### src/rtl/imem_loader_if.sv
// Byte-stream receive handshake and instruction-memory write port for imem_loader.
// The master modport is the loader side; the slave modport is the byte source / memory side.
interface imem_loader_if;
    logic [7:0]  rx_data;
    logic        rx_valid;
    logic        rx_ready;
    logic        mem_we;
    logic [31:0] mem_addr;
    logic [7:0]  mem_wdata;

    modport master (
        input  rx_data,
        input  rx_valid,
        output rx_ready,
        output mem_we,
        output mem_addr,
        output mem_wdata
    );

    modport slave (
        output rx_data,
        output rx_valid,
        input  rx_ready,
        input  mem_we,
        input  mem_addr,
        input  mem_wdata
    );
endinterface

### src/rtl/imem_loader.sv
// Boot loader: receives a little-endian 32-bit length, then that many bytes, and writes them to instruction memory.
// Optional trailing checksum byte is compiled in with the IMEM_LOADER_CHECKSUM_EN macro.
module imem_loader #(
    parameter int unsigned MEM_SIZE  = 1024,
    parameter int unsigned BASE_ADDR = 0
) (
    input  logic          clk,
    input  logic          rst_n,
    input  logic          start,
    imem_loader_if.master bus,
    output logic          busy,
    output logic          done,
    output logic          error
);

    localparam logic [2:0] S_IDLE = 3'd0;
    localparam logic [2:0] S_LEN  = 3'd1;
    localparam logic [2:0] S_DATA = 3'd2;
    localparam logic [2:0] S_DONE = 3'd4;
    localparam logic [2:0] S_ERR  = 3'd5;
`ifdef IMEM_LOADER_CHECKSUM_EN
    localparam logic [2:0] S_CHK  = 3'd3;
    localparam logic [2:0] S_AFTER = S_CHK;
`else
    localparam logic [2:0] S_AFTER = S_DONE;
`endif

    logic [2:0]  state;
    logic [31:0] len_q;
    logic [31:0] cnt_q;
    logic [1:0]  len_idx;
    logic        wr_pend;
    logic [31:0] addr_q;
    logic [7:0]  wdata_q;
`ifdef IMEM_LOADER_CHECKSUM_EN
    logic [7:0]  sum_q;
`endif

    logic        rx_ready_c;
    logic        xfer;
    logic [31:0] len_full;
    logic [32:0] end_addr;
    logic [31:0] cnt_next;

    always_comb begin
        rx_ready_c = 1'b0;
        case (state)
            S_LEN, S_DATA: rx_ready_c = 1'b1;
`ifdef IMEM_LOADER_CHECKSUM_EN
            S_CHK:         rx_ready_c = 1'b1;
`endif
            default:       rx_ready_c = 1'b0;
        endcase
    end

    // The image must fit: the bound is checked in 33 bits so a huge length cannot wrap past it.
    assign xfer     = bus.rx_valid & rx_ready_c;
    assign len_full = {bus.rx_data, len_q[23:0]};
    assign end_addr = {1'b0, BASE_ADDR} + {1'b0, len_full};
    assign cnt_next = cnt_q + 32'd1;

    always_ff @(posedge clk or negedge rst_n) begin
        if (!rst_n) begin
            state   <= S_IDLE;
            len_q   <= '0;
            cnt_q   <= '0;
            len_idx <= '0;
            wr_pend <= 1'b0;
            addr_q  <= '0;
            wdata_q <= '0;
`ifdef IMEM_LOADER_CHECKSUM_EN
            sum_q   <= '0;
`endif
        end else begin
            wr_pend <= 1'b0;
            case (state)
                S_IDLE, S_DONE, S_ERR: begin
                    if (start) begin
                        state   <= S_LEN;
                        len_q   <= '0;
                        cnt_q   <= '0;
                        len_idx <= '0;
`ifdef IMEM_LOADER_CHECKSUM_EN
                        sum_q   <= '0;
`endif
                    end
                end
                S_LEN: begin
                    if (xfer) begin
                        len_q[{len_idx, 3'b000} +: 8] <= bus.rx_data;
                        len_idx <= len_idx + 2'd1;
                        if (len_idx == 2'd3) begin
                            if (end_addr > {1'b0, MEM_SIZE})
                                state <= S_ERR;
                            else if (len_full == 32'd0)
                                state <= S_AFTER;
                            else
                                state <= S_DATA;
                        end
                    end
                end
                // Each byte is registered and written one cycle later, so the last write overlaps the next state.
                S_DATA: begin
                    if (xfer) begin
                        wr_pend <= 1'b1;
                        addr_q  <= BASE_ADDR + cnt_q;
                        wdata_q <= bus.rx_data;
                        cnt_q   <= cnt_next;
`ifdef IMEM_LOADER_CHECKSUM_EN
                        sum_q   <= sum_q + bus.rx_data;
`endif
                        if (cnt_next == len_q)
                            state <= S_AFTER;
                    end
                end
`ifdef IMEM_LOADER_CHECKSUM_EN
                S_CHK: begin
                    if (xfer)
                        state <= (bus.rx_data == sum_q) ? S_DONE : S_ERR;
                end
`endif
                default: state <= S_IDLE;
            endcase
        end
    end

    assign bus.rx_ready  = rx_ready_c;
    assign bus.mem_we    = wr_pend;
    assign bus.mem_addr  = addr_q;
    assign bus.mem_wdata = wdata_q;

    assign busy  = rx_ready_c | wr_pend;
    assign done  = (state == S_DONE);
    assign error = (state == S_ERR);

endmodule

### src/flat_wrapper.sv
// flat-port wrapper written by rule: the top's interface ports become plain ports
module imem_loader_flat 
#(
    parameter int unsigned MEM_SIZE  = 1024,
    parameter int unsigned BASE_ADDR = 0
)
  (clk, rst_n, start, busy, done, error, bus_rx_data, bus_rx_valid, bus_rx_ready, bus_mem_we, bus_mem_addr, bus_mem_wdata);
  imem_loader_if bus_i ();
  input  logic clk;
  input  logic rst_n;
  input  logic start;
  output logic busy;
  output logic done;
  output logic error;
  input wire logic [$bits(bus_i.rx_data)-1:0] bus_rx_data;
  input wire logic [$bits(bus_i.rx_valid)-1:0] bus_rx_valid;
  output wire logic [$bits(bus_i.rx_ready)-1:0] bus_rx_ready;
  output wire logic [$bits(bus_i.mem_we)-1:0] bus_mem_we;
  output wire logic [$bits(bus_i.mem_addr)-1:0] bus_mem_addr;
  output wire logic [$bits(bus_i.mem_wdata)-1:0] bus_mem_wdata;
  assign bus_i.rx_data = bus_rx_data;
  assign bus_i.rx_valid = bus_rx_valid;
  assign bus_rx_ready = bus_i.rx_ready;
  assign bus_mem_we = bus_i.mem_we;
  assign bus_mem_addr = bus_i.mem_addr;
  assign bus_mem_wdata = bus_i.mem_wdata;
  imem_loader #(.MEM_SIZE(MEM_SIZE), .BASE_ADDR(BASE_ADDR)) u_core (.clk(clk), .rst_n(rst_n), .start(start), .bus(bus_i), .busy(busy), .done(done), .error(error));
endmodule
### config.mk
export PLATFORM = sky130hd
export DESIGN_NAME = imem_loader_flat
export DESIGN_NICKNAME = d
export VERILOG_FILES = /design/src/rtl/imem_loader_if.sv /design/src/rtl/imem_loader.sv /design/src/flat_wrapper.sv
export SDC_FILE = /design/constraint.sdc
export NUM_CORES = 1
export LEC_CHECK = 0
export CORE_ASPECT_RATIO = 0.6
export CORE_MARGIN = 2
export CORE_UTILIZATION = 45
export CTS_BUF_LIST = sky130_fd_sc_hd__clkbuf_4 sky130_fd_sc_hd__clkbuf_8
export DETAILED_ROUTE_END_ITERATION = 7
export PLACE_DENSITY = 0.67
export SYNTH_ARGS = -nofsm -noshare
export SYNTH_HDL_FRONTEND = slang
export SYNTH_SLANG_ARGS = --single-unit
### constraint.sdc
create_clock -name clk -period 4.2 [get_ports clk]
set_clock_uncertainty 0.15 [all_clocks]
set_input_delay 0.63 -clock clk [delete_from_list [all_inputs] [get_ports clk]]
set_output_delay 0.63 -clock clk [all_outputs]
set_load 0.005 [all_outputs]
# == Word level (Yosys, flattened, before mapping) ==
# Cells that the tools add are included.
# word_totals
output_inout_bits,45
ff_bits,110
inputBits,12
elab_cells,56
# op_classes
shift,2
eq_ne,11
n_addsub,3
reduce_logical,10
bitwise,2
n_lt_le_gt_ge,1
n_mux,20
# ops
cell,count
32-bit one-hot mux with 2 select lines,2
32-bit two-way mux,3
32-bit by 1-bit adder with 32-bit output (second input constant),1
32-bit bitwise mux,1
32-bit equality test,1
32-bit by 11-bit > comparator with 1-bit output (second input constant),1
32-bit zero test,1
8-bit by 7-bit variable shift with 32-bit output (first input constant),1
8-bit by 7-bit variable part select with 32-bit output,1
3-bit two-way mux,7
3-bit one-hot mux with 3 select lines,1
2-bit by 1-bit inequality test with 1-bit output (second input constant),4
5-bit negator with 7-bit output,1
3-bit equality test (second input constant),2
3-bit AND reduction,2
5-bit AND reduction,1
2-bit two-way mux,2
2-bit one-hot mux with 2 select lines,1
2-bit nonzero test,2
3-bit by 1-bit equality test with 1-bit output (second input constant),1
3-bit by 2-bit equality test with 1-bit output (second input constant),1
3-bit zero test,1
1-bit two-way mux,3
3-bit OR reduction,1
other kinds (7),7

# == Longest topological paths before layout ==
# Gate-level depths: netlist of the first run.
# depth
ltp_word,6
mapped_depth,10
depth_no_buf,9

# == Least setup slack after synthesis of the first run ==
# Ideal clock, no wire load.
# synth_timing
path_kind,flip-flop to flip-flop
from,register u_core.cnt_q[0]
to,register u_core.state[1]
path_stages_with_launch,11
path_buffers,1
slack_ns,1.058
required_ns,3.929
setup_ns,0.121
t_arrival_ns,2.871
cell_sequence,dfrtp_1 > ha_1 > nand3_1 > or3_1 > clkbuf_1 > nor4_2 > xnor2_1 > nand4_1 > a2111oi_2 > and3_1 > o21ai_1
# synth_between
elab_chain_cells,4
# synth_rtl
element,line_no,text
start: declaration,imem_loader.sv:30,logic [31:0] cnt_q;
start signal: assignment,imem_loader.sv:108,cnt_q <= cnt_next;
32-bit by 1-bit adder with 32-bit output,imem_loader.sv:60,assign cnt_next = cnt_q + 32'd1;
32-bit equality test,imem_loader.sv:112,if (cnt_next == len_q)
2-bit by 1-bit inequality test with 1-bit output (no source line),-,
5-bit AND reduction (no source line),-,
end signal: assignment,imem_loader.sv:64,state <= S_IDLE;
end signal: assignment,imem_loader.sv:113,state <= S_AFTER;
end signal: assignment,imem_loader.sv:122,default: state <= S_IDLE;
end: declaration,imem_loader.sv:28,logic [2:0] state;
# Every way passes these cells.
# A chain may end at the register's enable or synchronous reset.

# == Worst setup path in the final report of the first run ==
# Same ends and word-level chain as after synthesis.

==> key figures, run 1 <==
Global routing
  • Pin count of the biggest net entering global routing: just under 80
  • Initial antenna violation count: 0
  • First-pass GRT wire length: approximately 27 mm
  • Grt ovf: 0
  • Total GRT Usage: about a quarter
  • Vias in the first global route: roughly 4900

Critical path
  • Crit path launch: u_core.cnt_q[0]
  • Data required, critical path: ~4.3 ns
  • CP max stage delay: about 0.68 ns
  • R2R Setup Slk: 0.59 ns
  • Worst reg2reg endpoint: u_core.state[1]
  • Peak fanout along the critical path: 10
  • Critical path arrival: 3.74 ns
  • Reg2Reg Depth: 10
  • Critical-path top delay cell: nor4_2
  • CP endpoint kind: register
  • Reg2reg start: u_core.cnt_q[0]
  • Critical path type: register to register
  • Crit start category: register
  • Worst-path cell chain: ha_1 > nand3_1 > buf_4 > or3_1 > nor4_2 > xnor2_1 > nand4_1 > a2111oi_2 > and3_1 > o21ai_1

Timing
  • Worst-case hold slack: about 0.12 ns
  • Final TNS setup: 0 ns
  • Count of final hold-check violations: 0
  • RSZ-0062 raised after global routing: no
  • Highest Clock Rate: 276.7 MHz
  • Worst setup margin: just under 0.6 ns
  • Final min period: approximately 3.6 ns
  • Worst slew pin tran: roughly 0.96 ns
  • Final Max Tran Viols: 0
  • Endpoints failing setup: 0
  • Final period util: around 86%
  • Relative slew slack: around 36%

Run status
  • Status: finished clean

Logic synthesis
  • Synth top area share: 46.82%
  • Top cells by area, synth: dfrtp_1 47%, nand2_1 11%, o21ai_0 5.6%
  • Syn. warnings: 0
  • Seq cells post-synth: 110
  • Avg Synthesized Cell Area: between 8 and 9 um2
  • Most used DFF post-synth: dfrtp_1
  • Post-synthesis sequential area ratio: 46.82%
  • Post-Synthesis Cell Area: between 5000 and 6000 um2
  • Netlist cell types: between 50 and 60
  • Post-Syn Instances: 682
  • Post-Syn Nets: 699
  • Synth area leader: dfrtp_1
  • EDFF count, synth: 0
  • Ys async rst share: 100.0%

Routing
  • Drt first pass iters: 6
  • DRC: 0
  • Vias per std cell: 5.919
  • Initial DRC count: ~660
  • Post-route ant nets: 0
  • DR vias: ~5300
  • Final WL: 16.42 mm
  • Routed WL per cell: ~18 um

Final layout
  • Non-Filler Instances: 891
  • Final nets: 733
  • Finished Core Util: between 50 and 60%
  • P&R area growth vs syn: 15.09%
  • N_diodes: 0
  • Share of cells above drive strength 1: between 4 and 5%

CTS
  • Clk slew on worst S/H paths: roughly 0.11 ns
  • Setup bufs post-CTS: 0
  • CTS Sinks: 110
  • CTS resizes: 0
  • CTS tree: built
  • Clk buf depth: 2
  • CTS H-tree lvls: 3
  • CTS root buffer: clkbuf_8
  • CTS Buf Count: 9
  • Hold-fix buffers, CTS: 0
  • Clk Latency, worst-skew pair: approximately 0.39 ns

Placement
  • Final Wtd Congestion: roughly 0.92
  • Hpwl dp: 11.55 mm
  • I/O Buffers: 56
  • Placed Cells: roughly 880
  • Post-place setup slack: about 0.67 ns

Floorplan
  • Die X: between 150 and 200 um
  • Initial cell density of the core: about 46%
  • Num rows: 32
  • Die Ht: around 90 um
  • Die area: about 14000 um2
  • Num ports: 57
  • Core area: ~13000 um2

Power
  • Static Leak: around 0.0030 uW
  • Worst VDD drop: 0.0002444 V
  • Pwr dens: between 400 and 500 nW/um2

Run
  • MaxCap Viol Count: 0

Worst hold path
  • Hold Crit Class: input pin to asynchronous set/reset pin
cell type report:
cell class | count | area (um2)
clock buffers | 10 | 137.6
flip-flops and latches | 110 | 2753
well taps | 170 | 212.7
clock inverters | 6 | 67.56
repair buffers | 66 | 633.1
fillers | 1208 | 6046
inverters | 9 | 33.78
multi-input cells | 520 | 2929
sequential cells by signal (all words and copies together) (netlist names):
| signal | flops |
|---|---|
| u_core.bus.mem_addr | 32 |
| u_core.cnt_q | 32 |
| u_core.len_q | 32 |
| u_core.bus.mem_wdata | 8 |
| u_core.state | 3 |
| u_core.len_idx | 2 |
| u_core.bus.mem_we | 1 |
stage by stage:
step	total power [uW]	instance area [um2]
6_report	2714	6766
5_1_grt	2879	6766
4_1_cts	2723	6766
3_5_place_dp	2055	6561
3_3_place_gp	2026	6561
2_1_floorplan	1701	5879
layer usage:
| metal | global-route usage [%] | vias up | wire length [um] |
|---|---|---|---|
| li1 | - | 2454 | - |
| met1 | 39.13 | 2530 | 7851 |
| met2 | 33.52 | 269 | 6706 |
| met3 | 5.419 | 21 | 1620 |
| met4 | 6.019 | 0 | 238 |
| met5 | 0 | - | 0 |
worst max-delay path by stage:
| stage | to | slack (ns) | depth (start not counted) |
|---|---|---|---|
| 2_1_floorplan | u_core.state[1] | 1.06 | 10 |
| 3_3_place_gp | u_core.state[1] | 0.79 | 10 |
| 3_5_place_dp | u_core.state[1] | 0.67 | 10 |
| 4_1_cts | u_core.state[1] | 0.61 | 10 |
| 5_1_grt | u_core.state[1] | 0.30 | 10 |
| 6_report | u_core.state[1] | 0.59 | 10 |
Yosys cell counts (all sizes together), types with 4 or more instances:
cell / n
nand2: 180
nand2b: 4
nor2: 31
o41ai: 5
nand4: 19
nor4: 16
o31ai: 13
dfrtp: 110
a31oi: 4
a22o: 18
nand3: 23
inv: 9
a2111oi: 4
and3: 6
buf: 5
xnor2: 30
ha: 5
o21ai: 71
nor3: 8
a211oi: 4
or3: 4
clkbuf: 38
and2: 7
xor2: 15
a21oi: 20
layout by cell type, fill, tap and decap left out, types with 4 or more instances in the layout:
cell	n
clkdlybuf4s50_1	55
o41ai_1	5
buf_4	11
inv_1	9
xor2_1	15
and2_1	6
clkbuf_8	10
nor4_1	14
or3_1	4
a31oi_1	4
o21ai_0	66
nand2b_1	4
a21oi_1	20
nand3_1	23
nor2_1	31
nand4_1	18
xnor2_1	30
a22o_1	18
o21ai_1	5
o31ai_1	13
nor3_1	8
nand2_1	179
a211oi_1	4
and3_1	6
ha_1	5
dfrtp_1	110
logic make-up (layout without fill, tap and decap cells):
family                   after synthesis  in the layout  synth area share, %
buffers and inverters                 52             91                3.405
AO/OA/AOI/OAI                        152            152                16.47
XOR/XNOR                              46             46                7.087
flip-flops                           110            110                46.82
multiplexers                           1              1               0.1915
adder cells (fa/ha/maj)                5              5                1.064
AND/OR/NAND/NOR                      316            316                24.96
where the power goes:
part           switching (uW)  internal [uW]
Clock                     375            295
Combinational             428            332
Sequential                110           1170
worst max-delay path, delay by kind of cell, from the launching register on:
family,cells,cell delay (ns)
simple gates,5,1.65
flops,1,0.50
compound gates,2,0.49
fa+ha+maj,1,0.32
buf+inv,1,0.19
xor+xnor,1,0.19
(Power assumes the default switching activity.)
==> run 2, diff against run 1 <==
--- a/config.mk
+++ b/config.mk
@@ -11,6 +11,7 @@
 export CTS_BUF_LIST = sky130_fd_sc_hd__clkbuf_4 sky130_fd_sc_hd__clkbuf_8
 export DETAILED_ROUTE_END_ITERATION = 7
 export PLACE_DENSITY = 0.67
+export SLEW_MARGIN = 20
 export SYNTH_ARGS = -nofsm -noshare
 export SYNTH_HDL_FRONTEND = slang
 export SYNTH_SLANG_ARGS = --single-unit
==> results of run 2 <==
No change in the layout: final DEF, timing and power equal those of run 1.
==> run 3, diff against run 2 <==
--- a/config.mk
+++ b/config.mk
@@ -8,7 +8,7 @@
 export CORE_ASPECT_RATIO = 0.6
 export CORE_MARGIN = 2
 export CORE_UTILIZATION = 45
-export CTS_BUF_LIST = sky130_fd_sc_hd__clkbuf_4 sky130_fd_sc_hd__clkbuf_8
+export CTS_BUF_LIST = sky130_fd_sc_hd__clkbuf_4 sky130_fd_sc_hd__clkbuf_8 sky130_fd_sc_hd__clkbuf_16
 export DETAILED_ROUTE_END_ITERATION = 7
 export PLACE_DENSITY = 0.67
 export SLEW_MARGIN = 20
==> run 3 against run 2 <==
Effect of this change: total power is 7.9% higher; critical path depth stayed put; worst setup slack worse by 0.026 ns; clock power is 32% higher; sequential share of layout area is 0.60 points lower; largest cell class unchanged; largest power group unchanged.
==> key figures, run 3 (synthesis results as in run 1) <==
Critical path
  • Reg2reg start: u_core.cnt_q[0]
  • Crit path launch: u_core.cnt_q[0]
  • Data required, critical path: 4.29 ns (-0.04 ns)
  • Crit start category: register
  • Peak fanout along the critical path: 10 (unchanged)
  • Critical path type: register to register
  • Worst-path cell chain: ha_1 > nand3_1 > buf_4 > or3_1 > nor4_2 > xnor2_1 > nand4_1 > a2111oi_2 > and3_1 > o21ai_1
  • CP delay by family, top: simple AND/OR/NAND/NOR gates
  • CP endpoint kind: register
  • Buffers & Inverters on Critical Path: 1 (unchanged)
  • Critical-path top delay cell: nor4_2
  • CP max stage delay: 0.67 ns (about the same)
  • Critical path arrival: 3.73 ns (about the same)

Placement
  • I/O Buffers: 56 (unchanged)
  • Final Wtd Congestion: 0.9245 (unchanged)
  • Placed Cells: 875 (unchanged)
  • Hpwl dp: 11.55 mm (unchanged)

Final layout
  • Finished Core Util: 53.60% (+0.79 points)
  • Commonest non-fill, non-tap cell in the layout: nand2_1
  • Share of cells above drive strength 1: 4.854% (unchanged)
  • Non-Filler Instances: 891 (unchanged)
  • Commonest cells after routing, fill and taps aside: 179 x nand2_1, 110 x dfrtp_1, 66 x o21ai_0, 55 x clkdlybuf4s50_1, 31 x nor2_1
  • Fillers: 1203 (-0.41%)
  • Final nets: 733 (unchanged)
  • N_diodes: 0 (unchanged)
  • P&R area growth vs syn: 16.81%

Routing
  • Routed WL per cell: 18.42 um (about the same)
  • Vias per std cell: 5.975 (+0.95%)
  • Post-route ant nets: 0 (unchanged)
  • Initial DRC count: 585 (-11%)
  • DR vias: 5324 (+0.95%)
  • DRC: 0 (unchanged)
  • Final WL: 16.42 mm (about the same)
  • Drt first pass iters: 5 (-1)

Worst hold path
  • Hold Crit Class: input pin to asynchronous set/reset pin

Timing
  • Final period util: 86.67% (+0.61 points)
  • Final TNS setup: 0 ns (unchanged)
  • Final min period: 3.640 ns (+0.02577 ns)
  • Worst slew pin tran: 0.9388 ns (-0.01762 ns)
  • Count of final hold-check violations: 0 (unchanged)
  • Relative slew slack: 37.28% (+1.6 points)
  • Endpoints failing setup: 0 (unchanged)
  • RSZ-0062 raised after global routing: no
  • Highest Clock Rate: 274.7 MHz (-0.71%)
  • Final Max Tran Viols: 0 (unchanged)

CTS
  • CTS resizes: 0 (unchanged)
  • Hold-fix buffers, CTS: 0 (unchanged)
  • CTS tree: built
  • Clk buf depth: 2 (unchanged)
  • Clk Latency, worst-skew pair: 0.35 ns (-0.04 ns)
  • CTS Buf Count: 9 (unchanged)
  • Setup bufs post-CTS: 0 (unchanged)
  • CTS root buffer: clkbuf_16
  • CTS H-tree lvls: 3 (unchanged)
  • CTS Sinks: 110 (unchanged)
  • Clk slew on worst S/H paths: 0.07 ns (-0.04 ns)

Floorplan
  • Core area: 12810 um2 (unchanged)
  • Initial cell density of the core: 45.89% (unchanged)
  • Die Ht: 92.54 um (unchanged)
  • Num ports: 57 (unchanged)
  • Die X: 151.6 um (unchanged)
  • Num rows: 32 (unchanged)
  • Die area: 14030 um2 (unchanged)

Global routing
  • Total GRT Usage: 24.64% (about the same)
  • Pin count of the biggest net entering global routing: 78 (unchanged)
  • GRT Max-Usage Layer: met1
  • First-pass GRT wire length: 26.63 mm (about the same)
  • Initial antenna violation count: 0 (unchanged)
  • Met1 usage: 39.19% (+0.063 points)
  • Grt ovf: 0 (unchanged)
  • M2 GR Usage: 33.45% (-0.075 points)
  • M3 GR Usage: 5.517% (+0.099 points)
  • Vias in the first global route: 4900 (-0.041%)

Power
  • Worst VDD drop: 0.0002788 V (+14%)
  • Static Leak: 0.003012 uW (+1.6%)
  • Pwr dens: 426.5 nW/um2 (+6.3%)

Run
  • MaxCap Viol Count: 0 (unchanged)

Run status
  • Status: finished clean
## run 3: cell counts in the layout (fill, tap and decap cells not counted)
Identical to the previous run, type by type.
## run 3: worst paths after layout
kind | endpoint | slack (ns) | cells after the start
min reg2reg | u_core.bus.mem_addr[0] | 0.33 | 2
max | u_core.state[1] | 0.56 | 10
max reg2reg | u_core.state[1] | 0.56 | 10
max in group asynchronous | u_core.bus.mem_addr[9] | 2.88 | 2
min in group clk | u_core.bus.mem_addr[0] | 0.33 | 2
min | u_core.bus.mem_addr[0] | 0.15 | 1
## run 3: layout make-up
| type | instances | area (um2) | area share [%] |
|---|---|---|---|
| well taps | 170 | 212.7 | 3.097 |
| repair buffers | 66 | 633.1 | 9.218 |
| flip-flops and latches | 110 | 2753 | 40.08 |
| multi-input cells | 520 | 2929 | 42.65 |
| clock inverters | 6 | 67.56 | 0.9838 |
| clock buffers | 10 | 239.0 | 3.480 |
| inverters | 9 | 33.78 | 0.4919 |
## run 3: worst reg2reg max path, stage by stage (launching register included)
cell	delay, ns
dfrtp_1	0.49
ha_1	0.34
nand3_1	0.11
buf_4	0.19
or3_1	0.52
nor4_2	0.67
xnor2_1	0.19
nand4_1	0.13
a2111oi_2	0.44
and3_1	0.23
o21ai_1	0.06
## run 3: report_power, final
| part | leakage [uW] | internal [uW] | total [uW] | switching [uW] |
|---|---|---|---|---|
| sequential | 0.00151 | 1170 | 1280 | 111 |
| clock | 0.000145 | 483 | 885 | 403 |
| combinational | 0.00136 | 332 | 759 | 427 |
## run 3: per-layer routing
metal	up-vias	share of wire, %
met4	0	1.2
li1	2450	-
met3	19	10
met1	2576	47
met2	279	41
met5	-	0
## run 3: stage by stage
| step | instance area, um2 | total power [uW] | setup slack (ns) | hold WS [ns] |
|---|---|---|---|---|
| after floorplan | 5879 | 1701 | 1.058 | 0.1844 |
| after global placement | 6561 | 2026 | 0.7915 | 0.3084 |
| after detailed placement | 6561 | 2055 | 0.6654 | 0.3147 |
| after CTS | 6868 | 2941 | 0.6287 | 0.1797 |
| after global routing | 6868 | 3094 | 0.3256 | 0.2068 |
| final | 6868 | 2929 | 0.5599 | 0.1501 |
